## config.mk

```make
export PLATFORM = sky130hd
export DESIGN_NAME = i2c_nunchuck_target
export DESIGN_NICKNAME = d
export VERILOG_FILES = /design/src/rtl/nunchuck_pkg.sv /design/src/rtl/i2c_line_sync.sv /design/src/rtl/i2c_nunchuck_target.sv
export SDC_FILE = /design/constraint.sdc
export NUM_CORES = 1
export LEC_CHECK = 0
export BUFFER_PORTS_ARGS = -buffer_cell sky130_fd_sc_hd__buf_2
export CAP_MARGIN = 20
export CORE_MARGIN = 5
export CORE_UTILIZATION = 41
export DETAILED_ROUTE_END_ITERATION = 8
export PLACE_DENSITY = 0.66
export SYNTH_ARGS = -nofsm -noshare
export SYNTH_HDL_FRONTEND = slang
export SYNTH_HIERARCHICAL = 1
export SYNTH_SLANG_ARGS = --single-unit
```

## constraint.sdc

```tcl
create_clock -name clock -period 7.32 [get_ports clock]
set_input_delay 0 -clock clock [delete_from_list [all_inputs] [get_ports clock]]
set_output_delay 0 -clock clock [all_outputs]
set_load 0.01 [all_outputs]
```

## src/rtl/nunchuck_pkg.sv

```systemverilog
// Shared types, constants and report packing for the nunchuck I2C target.
package nunchuck_pkg;

  typedef enum logic [3:0] {
    ST_IDLE,
    ST_ADDR,
    ST_ACK_A,
    ST_PTR,
    ST_ACK_P,
    ST_WDATA,
    ST_ACK_W,
    ST_RDATA,
    ST_RACK,
    ST_IGNORE
  } state_e;

  localparam logic [6:0] NUNCHUCK_ADDR = 7'h52;
  localparam logic [7:0] HS1_REG = 8'hF0;
  localparam logic [7:0] HS1_VAL = 8'h55;
  localparam logic [7:0] HS2_REG = 8'hFB;
  localparam int REPORT_BYTES = 6;

  typedef logic [8*REPORT_BYTES-1:0] report_t;

  // Byte 0 of the report sits in the top byte.
  function automatic report_t pack_report(
    input logic [7:0] sx,
    input logic [7:0] sy,
    input logic [9:0] ax,
    input logic [9:0] ay,
    input logic [9:0] az,
    input logic       zb,
    input logic       cb
  );
    return {sx, sy, ax[9:2], ay[9:2], az[9:2],
            az[1:0], ay[1:0], ax[1:0], ~cb, ~zb};
  endfunction

  function automatic logic [7:0] report_byte(
    input report_t    r,
    input logic [7:0] ptr,
    input logic       ok
  );
    logic [7:0] b;
    b = 8'hFF;
    if (ok && ptr < 8'(REPORT_BYTES))
      b = 8'(r >> (8 * (REPORT_BYTES - 1 - int'(ptr))));
    return b;
  endfunction

endpackage

```

## src/rtl/i2c_line_sync.sv

```systemverilog
// Two-flop synchronisers for SCL/SDA with edge and START/STOP pulses.
module i2c_line_sync (
  input  logic clock,
  input  logic rst,
  input  logic scl_i,
  input  logic sda_i,
  output logic sda_o,
  output logic scl_rise_o,
  output logic scl_fall_o,
  output logic start_o,
  output logic stop_o
);

  // [1:0] synchroniser, [2] one-cycle history
  logic [2:0] scl_q;
  logic [2:0] sda_q;

  always_ff @(posedge clock or posedge rst) begin
    if (rst) begin
      scl_q <= '1;
      sda_q <= '1;
    end else begin
      scl_q <= {scl_q[1:0], scl_i};
      sda_q <= {sda_q[1:0], sda_i};
    end
  end

  assign sda_o      = sda_q[1];
  assign scl_rise_o = scl_q[1] & ~scl_q[2];
  assign scl_fall_o = ~scl_q[1] & scl_q[2];
  assign start_o    = scl_q[1] & scl_q[2] & sda_q[2] & ~sda_q[1];
  assign stop_o     = scl_q[1] & scl_q[2] & ~sda_q[2] & sda_q[1];

endmodule

```

## src/rtl/i2c_nunchuck_target.sv

```systemverilog
// Oversampled I2C target emulating a Wii nunchuck (handshake + 6-byte report).
// Optional SCL stretching on reads is built when CLOCK_STRETCH_EN is defined.
module i2c_nunchuck_target
  import nunchuck_pkg::*;
#(
  parameter logic [6:0] DEV_ADDR    = NUNCHUCK_ADDR,
  parameter int         HOLD_CYCLES = 4
`ifdef CLOCK_STRETCH_EN
  , parameter int       STRETCH_CYCLES = 64
`endif
) (
  input  logic       clock,
  input  logic       rst,
  input  logic       scl_in,
  input  logic       sda_in,
  output logic       sda_oe,
  output logic       scl_oe,
  input  logic [7:0] stick_x,
  input  logic [7:0] stick_y,
  input  logic [9:0] accel_x,
  input  logic [9:0] accel_y,
  input  logic [9:0] accel_z,
  input  logic       z,
  input  logic       c,
  output logic       initialized,
  output logic       busy
);

  localparam int HW = $clog2(HOLD_CYCLES + 1);

  logic sda_s, scl_rise, scl_fall, start, stop;

  i2c_line_sync u_sync (
    .clock      (clock),
    .rst        (rst),
    .scl_i      (scl_in),
    .sda_i      (sda_in),
    .sda_o      (sda_s),
    .scl_rise_o (scl_rise),
    .scl_fall_o (scl_fall),
    .start_o    (start),
    .stop_o     (stop)
  );

  state_e        state_q, state_d;
  logic [2:0]    cnt_q, cnt_d;
  logic [7:0]    shift_q, shift_d;
  logic [7:0]    ptr_q, ptr_d;
  logic [7:0]    tx_q, tx_d;
  report_t       snap_q, snap_d;
  logic          hs1_q, hs1_d;
  logic          init_q, init_d;
  logic          busy_q, busy_d;
  logic          oe_q, oe_d;
  logic          pend_q, pend_d;
  logic [HW-1:0] hold_q, hold_d;

  always_ff @(posedge clock or posedge rst) begin
    if (rst) begin
      state_q <= ST_IDLE;
      cnt_q   <= '0;
      shift_q <= '0;
      ptr_q   <= '0;
      tx_q    <= '0;
      snap_q  <= '0;
      hs1_q   <= 1'b0;
      init_q  <= 1'b0;
      busy_q  <= 1'b0;
      oe_q    <= 1'b0;
      pend_q  <= 1'b0;
      hold_q  <= '0;
    end else begin
      state_q <= state_d;
      cnt_q   <= cnt_d;
      shift_q <= shift_d;
      ptr_q   <= ptr_d;
      tx_q    <= tx_d;
      snap_q  <= snap_d;
      hs1_q   <= hs1_d;
      init_q  <= init_d;
      busy_q  <= busy_d;
      oe_q    <= oe_d;
      pend_q  <= pend_d;
      hold_q  <= hold_d;
    end
  end

  always_comb begin
    state_d = state_q;
    cnt_d   = cnt_q;
    shift_d = shift_q;
    ptr_d   = ptr_q;
    tx_d    = tx_q;
    snap_d  = snap_q;
    hs1_d   = hs1_q;
    init_d  = init_q;
    busy_d  = busy_q;
    oe_d    = oe_q;
    pend_d  = pend_q;
    hold_d  = hold_q;

    // Drive decided at SCL fall lands on the pin after the hold delay.
    if (hold_q != '0) begin
      hold_d = hold_q - 1'b1;
      if (hold_q == HW'(1))
        oe_d = pend_q;
    end

    if (stop) begin
      state_d = ST_IDLE;
      busy_d  = 1'b0;
      oe_d    = 1'b0;
      hold_d  = '0;
    end else if (start) begin
      state_d = ST_ADDR;
      cnt_d   = '0;
      busy_d  = 1'b1;
      oe_d    = 1'b0;
      hold_d  = '0;
    end else if (scl_rise) begin
      shift_d = {shift_q[6:0], sda_s};
      cnt_d   = cnt_q + 1'b1;
      case (state_q)
        ST_ADDR: begin
          if (cnt_q == 3'd7)
            state_d = (shift_d[7:1] == DEV_ADDR) ? ST_ACK_A : ST_IGNORE;
        end
        ST_ACK_A: begin
          cnt_d = '0;
          if (shift_q[0]) begin
            snap_d  = pack_report(stick_x, stick_y, accel_x,
                                  accel_y, accel_z, z, c);
            tx_d    = report_byte(snap_d, ptr_q, init_q);
            state_d = ST_RDATA;
          end else begin
            state_d = ST_PTR;
          end
        end
        ST_PTR: begin
          if (cnt_q == 3'd7) begin
            ptr_d   = shift_d;
            state_d = ST_ACK_P;
          end
        end
        ST_ACK_P, ST_ACK_W: begin
          cnt_d   = '0;
          state_d = ST_WDATA;
        end
        ST_WDATA: begin
          if (cnt_q == 3'd7) begin
            if (ptr_q == HS1_REG && shift_d == HS1_VAL)
              hs1_d = 1'b1;
            if (ptr_q == HS2_REG && shift_d == 8'h00 && hs1_q)
              init_d = 1'b1;
            ptr_d   = ptr_q + 8'd1;
            state_d = ST_ACK_W;
          end
        end
        ST_RDATA: begin
          if (cnt_q == 3'd7)
            state_d = ST_RACK;
        end
        ST_RACK: begin
          cnt_d = '0;
          if (!sda_s) begin
            ptr_d = (ptr_q == 8'(REPORT_BYTES - 1)) ?
                    8'd0 : ptr_q + 8'd1;
            tx_d    = report_byte(snap_q, ptr_d, init_q);
            state_d = ST_RDATA;
          end else begin
            state_d = ST_IGNORE;
          end
        end
        default: ;
      endcase
    end else if (scl_fall) begin
      hold_d = HW'(HOLD_CYCLES);
      case (state_q)
        ST_ACK_A, ST_ACK_P, ST_ACK_W: pend_d = 1'b1;
        ST_RDATA: pend_d = ~tx_q[3'd7 - cnt_q];
        default:  pend_d = 1'b0;
      endcase
    end
  end

`ifdef CLOCK_STRETCH_EN
  localparam int SW = $clog2(STRETCH_CYCLES + 1);

  logic [SW-1:0] str_q, str_d;

  // Hold SCL low at the start of every read byte.
  always_comb begin
    str_d = str_q;
    if (str_q != '0)
      str_d = str_q - 1'b1;
    if (start || stop)
      str_d = '0;
    else if (scl_fall && state_q == ST_RDATA && cnt_q == '0)
      str_d = SW'(STRETCH_CYCLES);
  end

  always_ff @(posedge clock or posedge rst) begin
    if (rst) str_q <= '0;
    else     str_q <= str_d;
  end

  assign scl_oe = (str_q != '0);
`else
  assign scl_oe = 1'b0;
`endif

  assign sda_oe      = oe_q;
  assign initialized = init_q;
  assign busy        = busy_q;

endmodule

```

* Yosys cells after proc, flatten, opt, wreduce, memory -nomap -nowiden *
Cells that the tools add are included.
Widths: inputs -> output; s select.

operators by class
  add/subtract/negate cells = 6
  magnitude comparators = 3
  equal/unequal tests = 23
  shift operators = 2
  mux-type cells = 38
  bitwise logic cells = 17
  reduce and logical (&&, ||, !) cells = 28

operator list
  operator             number
  $shr 48x32->8        2
  $mux 8               8
  $mux 4               9
  $pmux 4 s7           1
  $mux 3               9
  $pmux 8 s3           1
  $reduce_and 6->1     4
  $sub 3x8->9 const A  2
  $eq 4x3->1 const B   4
  $eq 8x8->1 const B   2
  $lt 8x3->1 const B   2
  $ne 4x4->1 const B   4
  $pmux 8 s2           1
  $reduce_bool 3->1    5
  $not 1->1            10
  $reduce_bool 9->1    1
  $add 8x1->8 const B  1
  $eq 4x2->1 const B   2
  $eq 8x3->1 const B   1
  $eq 8x7->1 const B   1
  $logic_not 8->1      1
  $ne 2x2->1 const B   4
  $and 1x1->1          7
  $eq 7x7->1 const B   1
  21 further kinds     34

storage, ports and cells
  flip-flop bits (word level) = 92
  input bits = 52
  output and inout port bits = 4
  logic and storage cells = 131

* Logic depth before layout (Yosys ltp) *
Gate-level depths: netlist (run 1).

  depth after elaboration = 7
  mapped depth = 13
  depth with buffers taken out = 8

* By module *
Netlist (run 1), hierarchy kept.

modules (own cells, without submodules)
  module               instances  cells each  area an instance (µm²)  sequential area each (µm²)
  i2c_nunchuck_target  1          465         4,916.0                 2,152.1
  i2c_line_sync        1          11          193.9                   157.7

* Worst setup path before layout (run 1) *
Ideal clock, no wire load.

  path kind = flip-flop to flip-flop
  from = register ptr_q[0]
  to = register tx_q[1]
  library setup time = 0.135 ns
  arrival = 2.705 ns
  data required time = 7.185 ns
  slack = 4.480 ns
  stages on the path, launching flop included = 13
  path buffers = 5
  clock period less this slack = 2.840 ns
  cells stage by stage = dfrtp_1 -> buf_2 -> buf_2 -> buf_2 -> buf_2 -> inv_1 -> ha_1 -> a211oi_1 -> a41oi_1 -> or4_1 -> buf_2 -> nor2_1 -> a211oi_1

between the ends
  word-level cells in the longest chain between the ends = 7
  elaborated cells on any way between the ends = 16

RTL lines
  element                                                    line                                                    RTL
  start, declared                                            i2c_nunchuck_target.sv:48                               logic [7:0] ptr_q, ptr_d;
  start signal, assigned                                     i2c_nunchuck_target.sv:76                               ptr_q <= ptr_d;
  $add 8x1->8 / $eq 8x3->1 (equally long branches)           i2c_nunchuck_target.sv:167, i2c_nunchuck_target.sv:166
  $mux 8                                                     i2c_nunchuck_target.sv:166                              ptr_d = (ptr_q == 8'(REPORT_BYTES - 1)) ?
  $sub 3x8->9 / $lt 8x3->1 (equally long branches)           nunchuck_pkg.sv:47, nunchuck_pkg.sv:46
  $shr 48x32->8 / $logic_and 1x1->1 (equally long branches)  nunchuck_pkg.sv:47, nunchuck_pkg.sv:46
  $mux 8                                                     nunchuck_pkg.sv:46                                      if (ok && ptr < 8'(REPORT_BYTES))
  $mux 8                                                     i2c_nunchuck_target.sv:165                              if (!sda_s) begin
  $pmux 8 s2 *                                               i2c_nunchuck_target.sv:123                              case (state_q)
  end signal, assigned                                       i2c_nunchuck_target.sv:77                               tx_q <= tx_d;
  end, declared                                              i2c_nunchuck_target.sv:49                               logic [7:0] tx_q, tx_d;

Every way passes the cells marked *; elsewhere a longest branch is shown, timed or not. The select of a mux whose other input is x is not followed.
A chain may end at the register's enable or synchronous reset.

* Final worst setup path (run 1) *
Same ends and word-level chain as after synthesis.

==> results of run 1 <==
cell usage after synthesis (6+ instances only):
master     n
nor2_1    48
nor3_1    10
dfrtp_1   86
o22ai_1   13
dfstp_2    6
o21ai_0   28
mux4_2     8
nor2b_1    6
ha_1      10
o22a_1     8
inv_1      7
buf_2     11
clkbuf_1  16
mux2i_1   38
nand2_1   21
a21oi_1   21
mux2_2    53
a211oi_1   6
sequential cells by signal, summed over array words and instances (netlist names), 3 cells and up:
| register | flops |
|---|---|
| u_sync/scl_q | 3 |
| state_q | 4 |
| tx_q | 8 |
| snap_q | 48 |
| hold_q | 3 |
| shift_q | 7 |
| cnt_q | 3 |
| ptr_q | 8 |
| u_sync/sda_q | 3 |
worst min-delay path: stages:
cell,delay [ns]
dlygate4sd3_1,0.53
buf_2,0.13
clkinv_2,0.31
worst min-delay path by stage:
stage	startpoint	to	slack, ns
after floorplan	rst	u_sync/scl_q[0]	-0.001
after global placement	rst	hold_q[0]	0.03
after detailed placement	rst	hold_q[0]	0.04
after CTS	rst	sda_oe	0.22
after global routing	rst	state_q[0]	0.27
final	rst	hold_q[0]	0.20
cell families (layout without fill, tap and decap cells):
kind of cell    Yosys count  count (layout)  share of synthesized area
compound gates          100             100                      0.123
xor+xnor                  6               6                     0.0103
fa+ha+maj                10              10                     0.0245
buf+inv                  39             131                     0.0335
flops                    92              92                      0.452
mux                     100             100                      0.229
other cells               1               1                   0.000734
simple gates            128             128                      0.127
stage by stage:
step	cells	worst slack, ns	instance area, um2	utilization	power, mW
6_report	736	4.36	6240	0.515	2.15
2_1_floorplan	476	4.48	5110	-	1.51
3_3_place_gp	669	4.47	5470	0.452	1.69
5_1_grt	736	4.13	6240	0.515	2.30
3_5_place_dp	669	4.36	5470	0.452	1.71
4_1_cts	736	4.35	6240	0.515	2.16
metal layers:
layer  routed length [um]  part of all wire
met1                 5290              0.45
met2                 5740              0.49
met3                  484             0.042
met4                  142             0.012
met5                    0                 0
power groups by stage:
stage | Combinational, mW | Sequential (mW) | Clock [mW]
after floorplan | 0.744 | 0.763 | 0
after global placement | 0.855 | 0.832 | 0
after detailed placement | 0.873 | 0.839 | 0
after CTS | 0.900 | 0.831 | 0.432
after global routing | 0.984 | 0.862 | 0.454
final | 0.893 | 0.834 | 0.422
cell type report:
class | instances | area, um2
clock inverter | 3 | 21.3
clock buffer | 13 | 240
sequential | 92 | 2310
fill | 1087 | 5870
multi-input combinational | 345 | 2630
tap | 168 | 210
timing repair buffer | 108 | 803
inverter | 7 | 27.5
repair_timing:
action,4_1_cts,5_1_grt
setup endpoints to repair,0,0
endpoints found under the hold margin,82,0
hold buffers,51,0
==> summary.md, run 1 <==
| Metric | Value |
|---|---|
| First-pass GRT wire length | `19.9 mm` |
| Asr flop ratio synth | `1.00` |
| Overflow after GRT | `0` |
| Leakage power | `2.66 nW` |
| Layout cells sized above 1 | `0.254` |
| Syn Nets | `538` |
| Worst r2r src | `ptr_q[0]` |
| Die area | `0.0148 mm2` |
| Worst-Margin Slew | `0.915 ns` |
| Synthesis warning total | `6` |
| Fraction of power consumed by the clock network | `0.197` |
| Dominant cell type by area after synthesis | `dfrtp_1` |
| I/O Pins | `56` |
| Cells after Synth | `476` |
| Netlist cell types | `58` |
| Area grow syn2layout | `22.2%` |
| Worst EP arrival | `3.16 ns` |
| Vias in the first global route | `4039` |
| Crit path largest cell delay | `0.72 ns` |
| Family with the most delay on the worst path | `simple AND/OR/NAND/NOR gates` |
| P_sw | `0.806 mW` |
| GR Util met3 | `0.0311` |
| Starting Density | `0.422` |
| Setup Viol. Count Final | `0` |
| Avg Synthesized Cell Area | `10.7 um2` |
| CP Capture Point | `tx_q[1]` |
| Worst Path Max Fanout | `53` |
| Diode count | `0` |
| Flop pwr share | `0.388` |
| Drt total wl | `11.7 mm` |
| Row cnt | `40` |
| Met2 GRT Util | `0.274` |
| Antenna-violating nets left | `0` |
| CTS tree | `yes` |
| Commonest non-fill, non-tap cell in the layout | `dfrtp_1` |
| Bufs and invs on worst path | `1` |
| Largest net degree at the start of global routing | `61` |
| Area contributors post-synth | `dfrtp_1, mux2_2, mux2i_1` |
| Instance count on the critical path | `8` |
| Core Region | `0.0121 mm2` |
| GRT Util Overall | `0.166` |
| CTS H-Tree Depth | `3` |
| Gpl congestion | `0.858` |
| Worst-path clk slew | `0.06 ns` |
| Critical Path, Cell by Cell | `buf_4 -> ha_1 -> and3_1 -> xnor2_1 -> a31oi_1 -> or4_1 -> nor2_1 -> a211oi_1` |
| Sw frac | `0.375` |
| FF+latch count, synth | `92` |
| PostCTS Resize Cnt | `0` |
| Vias | `3963` |
| Power Density | `344 mW/mm2` |
| Commonest cells after routing, fill and taps aside | `dfrtp_1, buf_2, mux2_2, dlygate4sd3_1, nor2_1` |
| Grt met1 use | `0.223` |
| Top cell type's share of synthesized area | `0.421` |
| Worst-Skew Late Latency | `0.34 ns` |
| Slowest stage cell, crit path | `or4_1` |
| Die Span Y | `122 um` |
| Pint | `1.34 mW` |
| Post-synth top flop | `dfrtp_1` |
| DP HPWL | `7.89 mm` |
| Worst VDD drop | `0.000174 V` |
| Post-Route Setup TNS | `0 ns` |
| R2r endpoint | `tx_q[1]` |
| Crit path required time | `7.53 ns` |
| Max_cap viols | `0` |
| Final setup skew | `0.0141 ns` |
| Worst hold slack | `0.204 ns` |
| Outcome | `finished, final reports clean` |
| Initial DRC Count | `214` |
| Clk root buf | `clkbuf_16` |
| Max Root-Sink Buffers | `2` |
| IO buf count | `54` |
| Unrepaired setup endpoints after global routing | `false` |
| CP Launch Type | `register` |
| FMAX | `0.338 GHz` |
| Via-to-Cell Ratio | `5.38` |
| First-pass iteration count of the detailed router | `4` |
| Synthesized area | `0.00511 mm2` |
| Postcts setup bufs | `0` |
| Initial antenna violation count | `0` |
| Global route hottest layer | `met2` |
| Final hold violation count | `0` |
| Final-stage net count | `625` |
| WL/cell | `15.8 um` |
| DRC violations left | `0` |
| Slew margin rel. | `0.390` |
| HP Class | `in2async` |
| Min cycle time layout | `2.96 ns` |
| Fin crit share | `0.404` |
| Post-synth EDFFs | `0` |
| R2R depth | `8` |
| CTS Buf Count | `9` |
| Register area share after synthesis | `0.452` |
| Worst Setup End Kind | `register` |
| Setup crit start | `ptr_q[0]` |
| Critical path class | `reg2reg` |
| Sinks on Clock Net | `92` |
| Logic pwr share | `0.415` |
| Horiz. Die Dim | `122 um` |
| Slew Viols, Final | `0` |
| Reg2reg setup slack | `4.36 ns` |
Power figures use the tool's default switching activity.
==> inputs of run 2 (changes only) <==
- ABC_AREA: not set -> 1
- PLACE_DENSITY: 0.66 -> 0.68
- clock period: 7.32 -> 2.4 ns (I/O delays scaled with it)
==> summary.md, run 2 <==
| Metric | Value |
|---|---|
| Outcome | `finished, final reports clean` |
| Setup Viol. Count Final | `0 (unchanged)` |
| FMAX | `0.467 GHz (+38%)` |
| Worst Path Max Fanout | `17 (-68%)` |
| Diode count | `0 (unchanged)` |
| WL/cell | `14.2 um (-10%)` |
| Die area | `0.0156 mm2 (+5.7%)` |
| First-pass iteration count of the detailed router | `5 (+1)` |
| Reg area | `0.00231 mm2 (unchanged)` |
| Leakage power | `3.45 nW (+30%)` |
| Final hold violation count | `0 (unchanged)` |
| Crit-path most repeated cell | `nand2_1` |
| Max reg flops | `48 (unchanged)` |
| Top cell type's share of synthesized area | `0.397 (-0.0246)` |
| CTS Buf Count | `9 (unchanged)` |
| Via-to-Cell Ratio | `4.98 (-7.5%)` |
| Area contributors post-synth | `dfrtp_1, nand2_1, o21ai_0` |
| Commonest non-fill, non-tap cell in the layout | `nand2_1` |
| Post-Place Cells | `933 (+39%)` |
| Horiz. Die Dim | `125 um (+2.8%)` |
| Commonest cells in the netlist | `nand2_1, dfrtp_1, inv_1` |
| Regs by FF count | `snap_q (48), ptr_q (8), tx_q (8)` |
| Synthesized area | `0.00543 mm2 (+6.2%)` |
| Final setup skew | `0.0107 ns (-0.00332 ns)` |
| Fillers | `1227 (+13%)` |
| CP Launch Type | `register` |
| Area grow syn2layout | `25.1%` |
| Slowest stage cell, crit path | `dfstp_2` |
| Critical path class | `reg2reg` |
| Syn Nets | `776 (+44%)` |
| Multi-input logic area | `0.00271 mm2 (+3.2%)` |
| Worst-Skew Late Latency | `0.35 ns (about the same)` |
| Post-Route Setup TNS | `0 ns (unchanged)` |
| Overflow after GRT | `0 (unchanged)` |
| CTS H-Tree Depth | `3 (unchanged)` |
| CTS tree | `yes` |
| Cells after Synth | `714 (+50%)` |
| Final core occ | `0.519 (+0.00354)` |
| Post-synth EDFFs | `0 (unchanged)` |
| Worst r2r src | `u_sync/sda_q[1]` |
| Min cycle time layout | `2.14 ns (-0.818 ns)` |
| Drt total wl | `14.2 mm (+22%)` |
| Commonest cells after routing, fill and taps aside | `nand2_1, dfrtp_1, inv_1, o21ai_0, buf_2` |
| Netlist cell types | `44 (-24%)` |
| Bufs and invs on worst path | `3 (+2)` |
| Synthesis warning total | `6 (unchanged)` |
| Worst EP arrival | `2.43 ns (-0.73 ns)` |
| Power Density | `1190 mW/mm2 (+240%)` |
| Core Region | `0.0131 mm2 (+8.0%)` |
| I/O Pins | `56 (unchanged)` |
| Initial DRC Count | `302 (+41%)` |
| Largest net degree at the start of global routing | `73 (+20%)` |
| First-pass GRT wire length | `24.1 mm (+21%)` |
| PostCTS Resize Cnt | `0 (unchanged)` |
| Critical Path, Cell by Cell | `inv_1 -> nand2_1 -> nor2_1 -> nor2_4 -> inv_2 -> nor2_4 -> buf_4 -> o211ai_2 -> a21oi_1 -> nand2_1 -> nand2_1` |
| DRC violations left | `0 (unchanged)` |
| Die Span Y | `125 um (+2.8%)` |
| Crit path largest cell delay | `0.62 ns (-0.10 ns)` |
| Slew Viols, Final | `0 (unchanged)` |
| Worst Setup End Kind | `register` |
| Largest Register | `snap_q` |
| Slew margin rel. | `0.524 (+0.134)` |
| Row cnt | `42 (+5.0%)` |
| Family with the most delay on the worst path | `flip-flops` |
| Vias in the first global route | `5073 (+26%)` |
| Fin crit share | `0.892 (+0.488)` |
| Top-count cell post-synth | `nand2_1` |
| Register area share after synthesis | `0.426 (-0.0264)` |
| Sinks on Clock Net | `92 (unchanged)` |
| Avg Synthesized Cell Area | `7.60 um2 (-29%)` |
| Worst-Margin Slew | `0.714 ns (-0.201 ns)` |
| DP HPWL | `9.87 mm (+25%)` |
| GRT Util Overall | `0.188 (+0.0222)` |
| Asr flop ratio synth | `1.00 (unchanged)` |
| Gpl congestion | `0.895 (+4.3%)` |
| Initial antenna violation count | `0 (unchanged)` |
| Max_cap viols | `0 (unchanged)` |
| Post-synth top flop | `dfrtp_1` |
| Dominant cell type by area after synthesis | `dfrtp_1` |
| Clk root buf | `clkbuf_16` |
| Max Root-Sink Buffers | `2 (unchanged)` |
| Starting Density | `0.415 (-0.00719)` |
| Crit path required time | `2.69 ns (-4.84 ns)` |
| Worst-path clk slew | `0.07 ns (about the same)` |
| Layout cells sized above 1 | `0.166 (-0.0875)` |
| HP Class | `in2reg` |
| Final cell count without fillers | `1001 (+36%)` |
| FF+latch count, synth | `92 (unchanged)` |
| Unrepaired setup endpoints after global routing | `false` |
| Worst Min Path Start | `sda_in` |
| Worst VDD drop | `0.000591 V (+240%)` |
| Antenna-violating nets left | `0 (unchanged)` |
| Setup crit start | `u_sync/sda_q[1]` |
| Vias | `4985 (+26%)` |
| Final-stage net count | `882 (+41%)` |
| IO buf count | `54 (unchanged)` |
[run 2: cell types whose count changed after synthesis, sizes merged, moves of 6 or more]
cell	delta
mux2	-30
inv	+61
o22a	-8
o211ai	+24
mux4	-8
nor2b	-6
o21ai	+31
nor2	-6
nand3	+23
mux2i	-38
nand2	+264
[run 2: report_power, final]
group / internal (mW) / leakage (nW) / total, mW / switching (mW)
sequential: 2.12 / 1.04 / 2.50 / 0.384
combinational: 1.40 / 2.26 / 3.90 / 2.49
clock: 1.05 / 0.163 / 1.65 / 0.607
[run 2: final timing paths]
path / end / slack, ns / cells past startpoint
hold / removal: u_sync/sda_q[0] / 0.30 / 2
max in group asynchronous: snap_q[19] / 1.40 / 4
min in group asynchronous: shift_q[0] / 0.32 / 3
setup reg to reg: tx_q[4] / 0.26 / 11
hold reg to reg: u_sync/scl_q[1] / 0.36 / 0
setup / recovery: tx_q[4] / 0.26 / 11
[run 2: worst reg2reg max path: stages (launching register included)]
cell and delay (ns):
dfstp_2 0.62, inv_1 0.06, nand2_1 0.05, nor2_1 0.07, nor2_4 0.15, inv_2 0.09, nor2_4 0.12, buf_4 0.23
o211ai_2 0.33, a21oi_1 0.24, nand2_1 0.07, nand2_1 0.06
[run 2: per-layer routing]
layer | global-route usage | vias up | routed length (um) | share of wire
li1 | - | 2508 | - | -
met1 | 0.244 | 2336 | 6490 | 0.46
met2 | 0.319 | 118 | 6830 | 0.48
met3 | 0.0299 | 23 | 580 | 0.041
met4 | 0.0657 | 0 | 303 | 0.021
met5 | 0 | - | 0 | 0
[run 2: cell families (layout without fill, tap and decap cells)]
| family | Yosys count | after routing | share of synthesized area |
|---|---|---|---|
| other | 1 | 1 | 0.000691 |
| AO/OA/AOI/OAI | 116 | 116 | 0.126 |
| XOR/XNOR | 4 | 4 | 0.00646 |
| AND/OR/NAND/NOR | 372 | 372 | 0.287 |
| adder cells (fa/ha/maj) | 10 | 10 | 0.0231 |
| flip-flops | 92 | 92 | 0.426 |
| buffers and inverters | 95 | 206 | 0.0742 |
| multiplexers | 24 | 24 | 0.0567 |
[run 2: repair_timing]
item | CTS | global route
hold endpoints to repair | 92 | 0
setup buffers | 0 | 1
setup endpoints to repair | 0 | 2
hold buffers | 51 | 0
[run 2: stage by stage]
step / instance area [um2] / hold WS, ns / power [mW] / setup WS [ns]
after floorplan: 5430 / -0.000977 / 5.29 / 0.178
after global placement: 5920 / 0.105 / 6.25 / 0.317
after detailed placement: 5920 / 0.108 / 6.29 / 0.245
after CTS: 6770 / 0.294 / 8.03 / 0.230
after global routing: 6790 / 0.306 / 8.76 / 0.00176
final: 6790 / 0.296 / 8.05 / 0.259
[run 2: cell type report]
class,count,area share
clock buffer,12,0.0363
clock inverter,4,0.0144
inverter,69,0.0387
multi-input combinational,527,0.400
sequential,92,0.340
tap,176,0.0324
timing repair buffer,121,0.138
